File: src/rtl/ram_8.sv
// ram_8: eight 16-bit registers with a combinational read port and a
// single synchronous write port. A clear sweep writes CLEAR_VALUE into
// every register, one register per clock.
//
// State table:
//   state | meaning
//   IDLE  | normal operation; writes accepted, clear_req starts a sweep
//   SWEEP | writing CLEAR_VALUE to reg[ptr], ptr = 0..7
//   DONE  | sweep finished; clear_done pulses for this one cycle
//
// Ports:
//   clk        - rising-edge clock for all state
//   reset      - synchronous active-high reset (registers cleared to 0)
//   in         - write data
//   load       - write enable for reg[address] (honoured only in IDLE)
//   address    - register select for read and write
//   clear_req  - request a clear sweep (honoured only in IDLE)
//   out        - reg[address], combinational
//   busy       - high in SWEEP and DONE
//   clear_done - one-cycle pulse in DONE
module ram_8 #(
    parameter logic [15:0] CLEAR_VALUE = 16'h0000
) (
    input  logic        clk,
    input  logic        reset,
    input  logic [15:0] in,
    input  logic        load,
    input  logic [2:0]  address,
    input  logic        clear_req,
    output logic [15:0] out,
    output logic        busy,
    output logic        clear_done
);

    typedef enum logic [1:0] {
        ST_IDLE  = 2'd0,
        ST_SWEEP = 2'd1,
        ST_DONE  = 2'd2
    } state_t;

    logic [15:0] r_mem [0:7];
    state_t      r_state;
    logic [2:0]  r_ptr;
    logic        r_busy;
    logic        r_clear_done;
    logic [15:0] w_rd_data;

    always_ff @(posedge clk) begin
        if (reset) begin
            // Reset clears to zero regardless of CLEAR_VALUE and aborts any sweep.
            for (int i = 0; i < 8; i++) begin
                r_mem[i] <= 16'h0000;
            end
            r_state      <= ST_IDLE;
            r_ptr        <= 3'd0;
            r_busy       <= 1'b0;
            r_clear_done <= 1'b0;
        end else begin
            case (r_state)
                ST_IDLE: begin
                    r_clear_done <= 1'b0;
                    if (clear_req) begin
                        // Clear wins over a simultaneous load.
                        r_state <= ST_SWEEP;
                        r_ptr   <= 3'd0;
                        r_busy  <= 1'b1;
                    end else begin
                        r_busy <= 1'b0;
                        if (load) begin
                            r_mem[address] <= in;
                        end
                    end
                end
                ST_SWEEP: begin
                    r_mem[r_ptr] <= CLEAR_VALUE;
                    r_busy       <= 1'b1;
                    if (r_ptr == 3'd7) begin
                        // Hold ptr at 7 rather than wrapping; it is reloaded on the next sweep.
                        r_state      <= ST_DONE;
                        r_clear_done <= 1'b1;
                    end else begin
                        r_ptr        <= r_ptr + 3'd1;
                        r_clear_done <= 1'b0;
                    end
                end
                ST_DONE: begin
                    r_state      <= ST_IDLE;
                    r_busy       <= 1'b0;
                    r_clear_done <= 1'b0;
                end
                default: begin
                    r_state      <= ST_IDLE;
                    r_busy       <= 1'b0;
                    r_clear_done <= 1'b0;
                end
            endcase
        end
    end

    // 8-way read mux; no read latency, so a write shows up one cycle later.
    always_comb begin
        w_rd_data = 16'h0000;
        case (address)
            3'd0: w_rd_data = r_mem[0];
            3'd1: w_rd_data = r_mem[1];
            3'd2: w_rd_data = r_mem[2];
            3'd3: w_rd_data = r_mem[3];
            3'd4: w_rd_data = r_mem[4];
            3'd5: w_rd_data = r_mem[5];
            3'd6: w_rd_data = r_mem[6];
            3'd7: w_rd_data = r_mem[7];
            default: w_rd_data = 16'h0000;
        endcase
    end

    assign out        = w_rd_data;
    assign busy       = r_busy;
    assign clear_done = r_clear_done;

endmodule

File: config.mk
export PLATFORM = sky130hd
export DESIGN_NAME = ram_8
export DESIGN_NICKNAME = d
export VERILOG_FILES = /design/src/rtl/ram_8.sv
export SDC_FILE = /design/constraint.sdc
export NUM_CORES = 1
export LEC_CHECK = 0
export BUFFER_PORTS_ARGS = -buffer_cell sky130_fd_sc_hd__buf_2
export CAP_MARGIN = 10
export CORE_UTILIZATION = 35
export CTS_CLUSTER_SIZE = 28
export DETAILED_ROUTE_END_ITERATION = 6
export MAX_ROUTING_LAYER = met4
export PLACE_DENSITY = 0.53
export SETUP_SLACK_MARGIN = 0.1
export SYNTH_ARGS = -nofsm -noshare
export SYNTH_HDL_FRONTEND = slang
export SYNTH_SLANG_ARGS = --single-unit
File: constraint.sdc
create_clock -name clk -period 3 [get_ports clk]
set_input_delay 0.15 -clock clk [delete_from_list [all_inputs] [get_ports clk]]
set_output_delay 0.15 -clock clk [all_outputs]
set_load 0.05 [all_outputs]
==> impl_metrics.yaml <==
yosys:
  synth_warnings: 0
  synthTopCellsByArea: "edfxtp_1 (63%), nor2_1 (9.3%), mux2i_1 (7.5%), nand2_1 (2.4%), dfxtp_1 (2.3%)"
  syn_area_per_cell_um2: 12.0
  synth_edf_count: 128
  synth_area_leader_cell: "edfxtp_1"
  synth_flop_cell: "edfxtp_1"
  yosysSeqAreaShare_pct: 64.8
  syn-cell-area_mm2: 0.00614
  synth_top_area_share_pct: 62.6
  synthesis.instances: 512
  synth_nets: 537
  yosysUniqueCellTypes: 42
  yosys_register_bits: 135
  postSynth.asyncResetShare_pct: 0
global_routing:
  track_usage_pct: 19.8
  grt_pass1_vias: 4299
  grt.overflow.total: 0
  grt_max_degree: 33
  antenna_found_initial: 0
  grt_pass1_wl_mm: 25.0
clock_tree:
  cts_made_buffers: 17
  hold_buffers: 0
  postCtsSetupRepairBufs: 0
  clockRootBuffer: "clkbuf_16"
  htreeDepth: 4
  cts_resized: 0
  clkSinkCount: 135
  clockBufferDepth: 2
  path_clk_slew_ps: 60
  clkLatencyLatePin_ps: 430
  cts_tree: "yes"
route:
  drc: 0
  wl_per_cell_um: 20.3
  drtIter0Drc: 282
  dr.pass1.iters: 6
  vias: 4134
  ant_nets: 0
  vias_per_cell: 5.23
  routed_wl_mm: 16.0
setup_path:
  cp_top_family: "compound AO/OA/AOI/OAI gates"
  crit_type: "register to register"
  start_kind: "register"
  path_max_fanout: 16
  cp_slowest_stage_delay_ps: 870
  path_buf_inv: 1
  critPathArrivalTime_ps: 2640
  end_kind: "register"
  worstPathCellList: "nor3_1 > nor4bb_1 > inv_1 > o21ai_2"
  critical_path_required_ps: 3040
  cp_slowest_cell: "o21ai_2"
power_and_ir_drop:
  p_total_mw: 4.53
  power_leakage_nw: 2.58
  power_density_mw_per_mm2: 633
  peakVddDrop_v: 0.000392
layout:
  final_common_cell: "nor2_1"
  nets: 580
  area_growth_pct: 16.5
  stdcell_area_mm2: 0.00716
  antenna_cells: 0
  drive_above_1_share_pct: 17.8
  nFillCells: 1636
  mostFrequentLayoutCells: "nor2_1 (152), edfxtp_1 (128), mux2i_1 (46)"
sta:
  fin_hold_ws_ps: 102
  tightest_slew_ps: 1110
  period_share_pct: 86.7
  setup_viol: 0
  finalSetupTns_ps: 0
  drv_slew: 0
  min_period_ps: 2600
  hold_violations: 0
  fmax_ghz: 0.384
  skew_ps: 8.21
  rsz0062_at_grt: "no"
  max-slew-margin-rel_pct: 26.0
job:
  drv_cap: 0
floorplanning:
  fp.dieH_um: 135
  ios: 41
  die_area_mm2: 0.0181
  rows: 48
  initial_core_util_pct: 35.6
  coreArea_mm2: 0.0172
  die_w_um: 135
placed_design:
  place_congestion: 0.797
  dpl.hpwl_mm: 9.87
  port_buffers: 40
  dpl-instance-area_mm2: 0.00661
min_path:
  hp-class: "primary input to register"
outcome:
  outcome: "finished clean"
==> final cells by class <==
class	count	area, µm²	share of cell area, %
tap	225	282	3.93
clock buffer	18	429	5.99
timing repair buffer	61	374	5.23
multi-input combinational	338	1980	27.6
sequential	135	3980	55.6
inverter	2	7.51	0.105
clock inverter	12	108	1.50
==> worst reg2reg max path, cell delays in order (launching register included) <==
cell,delay [ps]
dfxtp_1,430
nor3_1,340
nor4bb_1,410
inv_1,160
o21ai_2,880
==> sequential cells by signal, summed over array words and instances, names as in the netlist <==
register    flops
clear_done      1
r_mem         128
r_state         2
busy            1
r_ptr           3
==> layer usage <==
metal	routed length [µm]	GRT usage (%)	vias to the layer above
met4	189	6.74	0
met5	0	-	-
li1	-	-	1938
met2	7470	30.1	117
met1	7460	26.5	2064
met3	907	3.87	15
==> through the flow <==
stage                     std cells  setup WS [ps]  util, %
after floorplan                 512            332        -
after global placement          760            536     38.4
after detailed placement        760            469     38.4
after CTS                       790            442     41.5
after global routing            791            260     41.5
final                           791            399     41.5
==> power breakdown <==
part,total [mW],switching (mW),internal [mW]
combinational,0.464,0.333,0.132
clock,1.90,0.777,1.12
sequential,2.17,0.0245,2.14
==> cells in the mapped netlist (all sizes together), types with 2 or more instances <==
master and number:
nor2b 2, nor2 152, nand3 2, nor3 4, dfxtp 7, nor3b 2
a21oi 9, and2 3, nand2b 5, a31oi 2, nor4bb 4, nand2 39
buf 27, ha 2, o22a 14, a211oi 15, inv 2, clkbuf 10
nor4b 2, o21ai 10, o22ai 14, edfxtp 128, mux2i 46
==> path summary, 6_finish.rpt <==
path / from / cells past startpoint / slack (ps) / end
setup / recovery: r_state[1] / 4 / 400 / r_mem[3][11]
hold / removal: reset / 2 / 100 / r_ptr[2]
setup reg to reg: r_state[1] / 4 / 400 / r_mem[3][11]
hold reg to reg: r_ptr[2] / 2 / 630 / r_ptr[2]
==> logic make-up (layout without fill, tap and decap cells) <==
| family | Yosys count | after routing | share of synthesized area [%] |
|---|---|---|---|
| AND/OR/NAND/NOR | 219 | 219 | 15.5 |
| buffers and inverters | 39 | 93 | 3.73 |
| AO/OA/AOI/OAI | 70 | 70 | 7.88 |
| adder cells (fa/ha/maj) | 2 | 2 | 0.407 |
| multiplexers | 47 | 47 | 7.68 |
| flip-flops | 135 | 135 | 64.8 |
No activity file was read; power rests on OpenSTA's default activity.
